File: src/rtl/fetch_decode_latch.sv
// rtl/fetch_decode_latch.sv - IF/ID boundary register with instruction hold, flush and load-use stall
module fetch_decode_latch #(
  parameter logic [31:0] NOP_INSTR = 32'h0000_0013,
  parameter logic [31:0] RESET_PC  = 32'h0000_0000
) (
  input  logic        ID_CLK,
  input  logic        ID_RESET_N,
  input  logic [31:0] IF_PC,
  input  logic [31:0] IF_PC_PLUS_FOUR,
  input  logic [31:0] IMEM_DOUT,
  input  logic        FLUSH,
  input  logic        EX_MEM_READ,
  input  logic [4:0]  EX_RD,
  output logic [31:0] ID_PC,
  output logic [31:0] ID_PC_PLUS_FOUR,
  output logic [31:0] ID_INSTR,
  output logic        ID_VALID,
  output logic [4:0]  ID_RS1,
  output logic [4:0]  ID_RS2,
  output logic [4:0]  ID_RD,
  output logic        PC_WRITE,
  output logic        ID_BUBBLE
);

  localparam logic [6:0] OP_LUI    = 7'b0110111;
  localparam logic [6:0] OP_AUIPC  = 7'b0010111;
  localparam logic [6:0] OP_JAL    = 7'b1101111;
  localparam logic [6:0] OP_RTYPE  = 7'b0110011;
  localparam logic [6:0] OP_STORE  = 7'b0100011;
  localparam logic [6:0] OP_BRANCH = 7'b1100011;

  logic [31:0] pc_q;
  logic [31:0] pc_plus_four_q;
  logic        valid_q;
  logic        held_q;
  logic [31:0] hold_q;

  logic [31:0] instr;
  logic [6:0]  opcode;
  logic        uses_rs1;
  logic        uses_rs2;
  logic        rs1_match;
  logic        rs2_match;
  logic        stall;

  // While the PC is frozen, memory re-reads the fetch address, so the word
  // belonging to ID_PC must come from the hold register instead of IMEM_DOUT.
  always_comb begin
    instr = NOP_INSTR;
    if (valid_q) begin
      instr = held_q ? hold_q : IMEM_DOUT;
    end
  end

  assign opcode    = instr[6:0];
  assign uses_rs1  = !((opcode == OP_LUI) || (opcode == OP_AUIPC) || (opcode == OP_JAL));
  assign uses_rs2  = (opcode == OP_RTYPE) || (opcode == OP_STORE) || (opcode == OP_BRANCH);
  assign rs1_match = uses_rs1 && (EX_RD == instr[19:15]);
  assign rs2_match = uses_rs2 && (EX_RD == instr[24:20]);

  // A flush kills the dependent instruction, so it never needs to wait.
  assign stall = valid_q && EX_MEM_READ && (EX_RD != 5'd0)
                 && (rs1_match || rs2_match) && !FLUSH;

  always_ff @(posedge ID_CLK or negedge ID_RESET_N) begin
    if (!ID_RESET_N) begin
      pc_q           <= RESET_PC;
      pc_plus_four_q <= 32'd0;
      valid_q        <= 1'b0;
      held_q         <= 1'b0;
      hold_q         <= NOP_INSTR;
    end else if (FLUSH) begin
      pc_q           <= IF_PC;
      pc_plus_four_q <= IF_PC_PLUS_FOUR;
      valid_q        <= 1'b0;
      held_q         <= 1'b0;
    end else if (stall) begin
      if (!held_q) begin
        hold_q <= IMEM_DOUT;
        held_q <= 1'b1;
      end
    end else begin
      pc_q           <= IF_PC;
      pc_plus_four_q <= IF_PC_PLUS_FOUR;
      valid_q        <= 1'b1;
      held_q         <= 1'b0;
    end
  end

  assign ID_PC           = pc_q;
  assign ID_PC_PLUS_FOUR = pc_plus_four_q;
  assign ID_INSTR        = instr;
  assign ID_VALID        = valid_q && !FLUSH;
  assign ID_RS1          = instr[19:15];
  assign ID_RS2          = instr[24:20];
  assign ID_RD           = instr[11:7];
  assign PC_WRITE        = !stall;
  assign ID_BUBBLE       = stall || FLUSH;

endmodule

File: config.mk
export PLATFORM = sky130hd
export DESIGN_NAME = fetch_decode_latch
export DESIGN_NICKNAME = d
export VERILOG_FILES = /design/src/rtl/fetch_decode_latch.sv
export SDC_FILE = /design/constraint.sdc
export NUM_CORES = 1
export LEC_CHECK = 0
export CAP_MARGIN = 20
export CORE_MARGIN = 1.5
export CORE_UTILIZATION = 25
export DETAILED_ROUTE_END_ITERATION = 8
export PLACE_DENSITY = 0.65
export SLEW_MARGIN = 25
export SYNTH_ARGS = -nofsm -noshare
export SYNTH_HDL_FRONTEND = slang
export SYNTH_SLANG_ARGS = --single-unit
File: constraint.sdc
create_clock -name ID_CLK -period 6.2 [get_ports ID_CLK]
set_input_delay 1.55 -clock ID_CLK [delete_from_list [all_inputs] [get_ports ID_CLK]]
set_output_delay 1.55 -clock ID_CLK [all_outputs]
set_load 0.005 [all_outputs]
# --- Word-level counts from Yosys, hierarchy flattened ---
# Index checks and enable logic that the tools add are counted.
totals:
  ff_bits: 98
  in_bits: 105
  output_inout_bits: 114
  elab_cells: 43
op_classes:
  eq_ne: 9
  muxes: 10
  n_bitwise: 1
  reduce_logical: 18
ops:
  columns: ["op", "n"]
  rows:
  - ["$mux 32", 6]
  - ["$eq 7x6->1 const B", 3]
  - ["$eq 7x7->1 const B", 2]
  - ["$eq 5x5->1", 2]
  - ["$eq 7x5->1 const B", 1]
  - ["$logic_and 1x1->1", 7]
  - ["$logic_or 1x1->1", 6]
  - ["$reduce_bool 5->1", 1]
  - ["$mux 1", 4]
  - ["$logic_not 1->1", 3]
  - ["$ne 2x2->1 const B", 1]
  - ["$reduce_and 2->1", 1]
  - ["$not 1->1", 1]

# --- Depth between registers and ports, before layout ---
logic_depth:
  ltp_word: 12
  ltp_mapped: 10
  ltp_nobuf: 6

# --- Least setup slack after synthesis ---
# Ideal clock, no wire load.
synth_timing:
  kind: "input-to-output"
  startpoint: "input IMEM_DOUT[22]"
  endpoint: "output PC_WRITE"
  t_arrival_ns: 2.926
  required_ns: 4.650
  slack_ns: 1.724
  cell_stages: 6
  n_path_buf: 0
  cell_sequence: "mux2_4 > a21o_1 > a211oi_2 > nand4_2 > and2_1 > or3_1"
synth_between:
  elab_chain_len: 8
synth_lines:
  columns: ["element", "line", "text"]
  rows:
  - ["start: declaration", "10", "input logic [31:0] IMEM_DOUT,"]
  - ["$mux 32", null, null]
  - ["$mux 32", "50", "if (valid_q) begin"]
  - ["$eq 5x5->1", "59", "assign rs2_match = uses_rs2 && (EX_RD == instr[24:20]);"]
  - ["$logic_and 1x1->1", "59", null]
  - ["$logic_or 1x1->1", "63", "&& (rs1_match || rs2_match) && !FLUSH;"]
  - ["$logic_and 1x1->1 (2 in a row)", "63", null]
  - ["$logic_not 1->1", "97", "assign PC_WRITE = !stall;"]
  - ["end: declaration", "21", "output logic PC_WRITE,"]
# No other way between the ends.

# --- Final worst setup path ---
layout_timing:
  startpoint: "input IMEM_DOUT[6]"
  endpoint: "output PC_WRITE"
layout_between:
  elab_chain_len: 11
  word_cells_on_any_way: 19
  classes_between: "eq/ne: 6; mux: 2; reduce/logical: 11"
layout_lines:
  columns: ["element", "line", "text"]
  rows:
  - ["$mux 32 *", null, null]
  - ["$mux 32 *", "50", null]
  - ["$eq 7x6->1 or $eq 7x5->1 (tied branches)", "56", "assign uses_rs1 = !((opcode == OP_LUI) || (opcode == OP_AUIPC) || (opcode == OP_JAL));"]
  - ["$logic_or 1x1->1 (2 in a row)", "56", null]
  - ["$logic_not 1->1", "56", null]
  - ["$logic_and 1x1->1", "58", "assign rs1_match = uses_rs1 && (EX_RD == instr[19:15]);"]
  - ["$logic_or 1x1->1 *", "63", null]
  - ["$logic_and 1x1->1 * (2 in a row)", "63", null]
  - ["$logic_not 1->1 *", "97", null]
# Mark *: on every way between the ends. The rest lies on a longest branch, timed or not.

==> impl_metrics.ini <==
[status]
status = finished, final reports clean

[worst_setup_path]
rr_worst_depth = 7
critical_path_class = in2out
cp_cell_sequence = clkdlybuf4s50_1 > or3b_1 > a2111oi_0 > a21oi_1 > o41ai_4 > or3_1 > clkdlybuf4s50_1
crit_slowest_cell = clkdlybuf4s50_1
cp.arrival_ps = 4250
startpoint_type = input pin
crit_path_frequent_cell = clkdlybuf4s50_1
cp_max_fo = 5
crit_path_start = IMEM_DOUT[6]
end_kind = output port
crit_path_max_incr_delay_ps = 550
critPathRequiredTime_ps = 4650
worstReg2RegStart = held_q$_DFF_PN0_

[cts]
clk-insertion-delay-late_ps = 350
clockBufferDepth = 2
clock-sinks = 98
cts_made_buffers = 9
tritoncts = yes
cts-resized-gates = 0
hold_buffers = 0
post_cts_buffers = 0
clockRootBuffer = clkbuf_16
htreeDepth = 3
clk_pin_slew_ps = 70

[logic_synthesis]
yosysMostFrequentCell = dfrtp_1
synthesis.nets = 444
synth.top_cells.by_count = 95 x dfrtp_1, 80 x mux2_4, 29 x mux2i_1, 28 x nor2_1, 18 x mux2_2
synth_top_area_cell = dfrtp_1
ys_warn_count = 0
yosysUniqueCellTypes = 37
synth_top_area_share_pct = 48.3
syn-mean-instance-area_um2 = 14.5
synth-edff-count = 0
synth_seq_cells = 98
syn_inst = 339
synth_area_leaders = dfrtp_1 48%, mux2_4 24%, mux2i_1 5.9%
synth-async-reset-ratio_pct = 100
synth_seq_area_share_pct = 49.9
synth_ff_type = dfrtp_1
syn_area_mm2 = 0.00492

[sta]
fin_crit_sh_pct = 93.6
rsz0062_at_grt = false
tns_ps = 0
layout_min_cycle_time_ps = 5800
setup_viol = 0
hold_viol_final = 0
tightest_slew_ps = 827
clock.fmax_mhz = 172
skew_ps = 10.3
slew_headroom_pct = 44.8
slew_viol_final = 0

[flow_run]
drv_cap = 0

[min_path]
holdPathStages = 1
hold_start = ID_PC_PLUS_FOUR[23]$_DFFE_PN0P_
min_path_type = reg2reg

[global_routing]
antenna_found_initial = 0
grt_pass1_wl_um = 20300
track_usage_pct = 13.0
grt_max_degree = 66
gr-total-overflow = 0
grt_pass1_vias = 3569

[place]
gp_congestion = 0.728
post-dp-hpwl_um = 9840
portBuffers = 218

[floorplan]
num_rows = 51
die_x_um = 143
coreArea_mm2 = 0.0194
die-height_um = 143
start_util_pct = 25.4
io_pins = 219
dieArea_mm2 = 0.0205

[detailed_routing]
wirelength_um = 13500
drt_iter0_drc = 130
drc = 0
vias = 3396
ant_nets = 0
dr.pass1.iters = 4
wl_per_cell_um = 16.6
vias_per_cell = 4.20

[cells_and_area]
area_delta_synth_final_pct = 53.2
multi_input_area_mm2 = 0.00219
seq_area_mm2 = 0.00246
final_util_pct = 38.9
drive_above_1_share_pct = 23.5
fin_nets = 644
fillCellCount = 1847
antenna_cells = 0

[power]
comb_power_share_pct = 17.7
power_density_mw_per_mm2 = 216
p_int_mw = 1.25
sw_frac_of_total_pct = 23.4
ir_worst_vdd_mv = 0.121
p_leak_nw = 3.04
power_switching_uw = 380
clkPwrFrac_pct = 37.8
seqPwrFrac_pct = 44.5
power groups by stage:
stage / Clock (mW) / Combinational, mW / Sequential, mW
2_1_floorplan: 0 / 0.114 / 0.729
3_3_place_gp: 0 / 0.285 / 0.732
3_5_place_dp: 0 / 0.290 / 0.735
4_1_cts: 0.637 / 0.293 / 0.724
5_1_grt: 0.668 / 0.309 / 0.730
6_report: 0.616 / 0.288 / 0.724
critical path: cells and delay by family:
| family | cells | cell delay (ps) |
|---|---|---|
| AND/OR/NAND/NOR | 2 | 550 |
| buffers and inverters | 2 | 1090 |
| AO/OA/AOI/OAI | 3 | 1050 |
metrics by stage:
stage	total power [mW]	setup slack, ps	cell area [µm²]	std cells	hold slack, ps
final	1.63	396	7540	809	507
after floorplan	0.843	1720	4920	339	476
after CTS	1.65	361	7530	809	509
after global routing	1.71	183	7540	809	520
after detailed placement	1.02	387	7210	793	490
after global placement	1.02	360	7210	793	487
flip-flops by register name, summed over array words and instances, names as in the netlist:
register	flops
ID_PC_PLUS_FOUR	32
ID_PC	32
held_q	1
hold_q	32
valid_q	1
placed cells by master (no fill, tap or decap), types with 2 or more instances in the layout:
cell             instances
mux2i_1                 29
clkinv_4                 2
o211ai_1                 2
inv_1                    4
clkbuf_16                9
or3_1                    3
clkdlybuf4s50_1        217
dfstp_2                  3
nand4b_1                 2
a21oi_1                  3
mux2_4                  80
o21ai_0                  3
and2_1                   4
clkinvlp_4               2
buf_4                    4
nor2_1                  28
bufinv_16                2
xnor2_1                  5
nand2_1                  5
mux2_2                  18
and3b_1                  2
nor3_1                   2
dfrtp_1                 94
and3_1                   3
path summary, 6_finish.rpt:
kind                                                   endpoint  slack [ps]
max in group asynchronous                hold_q[24]$_DFFE_PN0P_        3820
worst max-delay path                                   PC_WRITE         400
worst max register to register             ID_PC[4]$_DFFE_PN0P_        2660
min in group asynchronous                hold_q[31]$_DFFE_PN0P_        1200
worst min register to register  ID_PC_PLUS_FOUR[23]$_DFFE_PN0P_         510
worst min-delay path            ID_PC_PLUS_FOUR[23]$_DFFE_PN0P_         510
kinds of logic (layout without fill, tap and decap cells):
| logic type | after synthesis | after routing | synth area share [%] |
|---|---|---|---|
| AOI/OAI and AO/OA | 18 | 18 | 3.58 |
| xor gates and xnor gates | 5 | 5 | 0.890 |
| buffers and inverters | 37 | 242 | 5.67 |
| DFF | 98 | 98 | 49.9 |
| muxes | 127 | 127 | 34.4 |
| and+or+nand+nor | 54 | 54 | 5.54 |
final cells by class:
type                    instances  area share (%)
flip-flops and latches         98            32.6
repair buffers                222            29.4
multi-input cells             204            29.1
well taps                     265            4.40
clock buffers                   9            2.99
clock inverters                 7            1.34
inverters                       4           0.199
layer usage:
layer | routed length [µm] | vias up | global-route usage [%]
li1 | - | 1576 | -
met1 | 5890 | 1705 | 17.1
met2 | 6770 | 101 | 21.2
met3 | 578 | 14 | 2.90
met4 | 232 | 0 | 4.62
met5 | 0 | - | 0
Note: power is estimated with default switching activity, not from simulation.
==> edit: new RTL, same settings <==
Change the parameter `NOP_INSTR` from 32'h0000_0013 to 32'h00000010.
--- a/src/rtl/fetch_decode_latch.sv
+++ b/src/rtl/fetch_decode_latch.sv
@@ -1,6 +1,6 @@
 // rtl/fetch_decode_latch.sv - IF/ID boundary register with instruction hold, flush and load-use stall
 module fetch_decode_latch #(
-  parameter logic [31:0] NOP_INSTR = 32'h0000_0013,
+  parameter logic [31:0] NOP_INSTR = 32'h00000010,
   parameter logic [31:0] RESET_PC  = 32'h0000_0000
 ) (
   input  logic        ID_CLK,
Formal check against the unedited RTL: not equivalent (a bounded check fails within 4 cycles, from zero or initial values and one cycle with ID_RESET_N low).
==> edit against the unedited design <==
Clock skew rose by 0.00080 ns; maximum frequency grew 5.1%; sequential share of layout area grew 1.7 points; setup slack improved by 0.28 ns; power down 0.66%; synthesized cell count increased by 0.29%; synthesized area decreased by 7.0%; register-to-register slack better by 0.10 ns; sequential cell count is the same; via count increased by 0.88%; combinational power fell by 14%; routed wire length decreased by 14%; cell area is 5.1% lower.
==> edit: results (changes against the unedited design) <==
- Fin nets: 643 (-0.16%)
- R2R Path Start: held_q$_DFF_PN0_
- # Post-CTS Setup Buffers: 0 (unchanged)
- Placed Area: 6810 um2 (-5.6%)
- GPL Wtd Cong: 0.797 (+9.6%)
- Pre-CTS setup slack: 0.624 ns (+0.237 ns)
- Wire per inst: 15.0 um (-10%)
- DP HPWL: 8.66 mm (-12%)
- DP Cell Count: 756 (-4.7%)
- Initial antenna violation count: 0 (unchanged)
- Leakage: 2.86 nW (-5.9%)
- Internal Power: 1.26 mW (+1.3%)
- Worst-skew pair later-pin latency: ~0.34 ns
- Synth area leaders: dfrtp_1, mux2_1, mux2_2, mux2i_1, buf_4
- Crit Path Max Fanout: 4 (-1)
- Layout Skew: 0.0111 ns (+0.000803 ns)
- Global-route wire length before repair: 19.2 mm (-5.5%)
- Post-CTS Resized: 0 (unchanged)
- Reg-to-reg endpoint: hold_q[25]$_DFFE_PN0P_
- Clock power share: 40.5% (+2.7 points)
- Post-route setup slack: 0.676 ns (+0.280 ns)
- H-Tree Depth: 3 (unchanged)
- Syn_area_per_cell: 13.5 um2 (-7.3%)
- CP Capture Point: PC_WRITE
- GR Util All Layers: 12.4% (-0.61 points)
- Clock root buffer: clkbuf_16
- R2R setup slack: 2.76 ns (+0.10 ns)
- DRT Wirelength: 11.5 mm (-14%)
- Largest net degree at the start of global routing: 66 (unchanged)
- Peak supply drop: 112 uV (-7.6%)
- TritonCTS Buffers: 9 (unchanged)
- Yosys warning count: 0 (unchanged)
- Pre-antenna DRT Iters: 4 (unchanged)
- Cts hold-fix bufs: 0 (unchanged)
- CP Launch Point: IMEM_DOUT[4]
- Initial drt markers: 41 (-68%)
- Worst R2R Path Depth: 8 (+1)
- Share of cells above drive strength 1: 13.3% (-10 points)
- Status: finished, final reports clean
- Top post-synthesis cells by count: dfrtp_1, mux2_1, mux2_2
- Syn_nets: 445 (+0.23%)
- Ys async rst share: 100% (unchanged)
- Synth cell types: 40 (+8.1%)
- Seq/Total Area, Yosys: 53.6% (+3.7 points)
- Logic power comb: 0.247 mW (-14%)
- Rel. slew slack: 41.6% (-3.2 points)
- Clk buf depth: 2 (unchanged)
- Buffers on Ports: 218 (unchanged)
- Vias in the first global route: 3727 (+4.4%)
- Vias: 3426 (+0.88%)
- Antenna Diode Count: 0 (unchanged)
edit: changes by cell type after synthesis, sizes merged, moves of 2 or more:
cell     unedited run  this run
buf                29        33
nor2b               0         2
a2111oi             2         0
dfrtp              95        97
nand2b              0         2
nor3                2         4
o21ai               3         6
dfstp               3         1
a211oi              2         0
nor2               28        30
and2                4         1
clkbuf              4         1
xor2                0         2
and3                3         1
edit: stage by stage:
| stage | hold slack, ns | power, mW |
|---|---|---|
| floorplan | 0.466 | 0.804 |
| CTS | 0.497 | 1.65 |
| global placement | 0.474 | 0.973 |
| global route | 0.509 | 1.70 |
| detailed placement | 0.480 | 0.980 |
| finish | 0.489 | 1.62 |
edit: metal layers:
metal  GRT usage [%]  part of all wire, %  vias up
met5               0                    0        -
met4            4.21                  1.5        0
met3            5.06                  8.9       14
met2            20.9                   49      155
met1            14.4                   41     1689
li1                -                    -     1568
edit: worst max-delay path, cell delays in order:
cell	delay (ns)
clkdlybuf4s50_1	0.47
nor2b_1	0.16
o32ai_1	0.23
a21oi_1	0.11
a311oi_1	0.39
a21oi_2	0.18
nor3_1	0.35
inv_1	0.08
clkdlybuf4s50_1	0.47
edit: kinds of logic after synthesis:
family | share of synthesized area [%]
AO/OA/AOI/OAI | 2.08
XOR/XNOR | 1.15
buffers and inverters | 6.10
flip-flops | 53.6
multiplexers | 30.4
AND/OR/NAND/NOR | 6.64
edit: worst min path at each step:
stage,startpoint,endpoint,slack (ns),depth (start not counted)
after floorplan,hold_q[3]$_DFFE_PN0P_,hold_q[3]$_DFFE_PN0P_,0.47,1
after global placement,ID_PC_PLUS_FOUR[9]$_DFFE_PN0P_,ID_PC_PLUS_FOUR[9]$_DFFE_PN0P_,0.47,1
after global routing,ID_PC_PLUS_FOUR[27]$_DFFE_PN0P_,ID_PC_PLUS_FOUR[27]$_DFFE_PN0P_,0.51,1
after CTS,ID_PC_PLUS_FOUR[27]$_DFFE_PN0P_,ID_PC_PLUS_FOUR[27]$_DFFE_PN0P_,0.50,1
after detailed placement,ID_PC_PLUS_FOUR[1]$_DFFE_PN0P_,ID_PC_PLUS_FOUR[1]$_DFFE_PN0P_,0.48,1
final,ID_PC_PLUS_FOUR[24]$_DFFE_PN0P_,ID_PC_PLUS_FOUR[24]$_DFFE_PN0P_,0.49,1
edit: layout make-up:
| class | instances | area, um2 |
|---|---|---|
| clock buffers | 11 | 243 |
| flip-flops and latches | 98 | 2460 |
| well taps | 229 | 287 |
| clock inverters | 5 | 108 |
| multi-input cells | 205 | 1850 |
| inverters | 3 | 11.3 |
| fillers | 1723 | 10800 |
| repair buffers | 221 | 2200 |
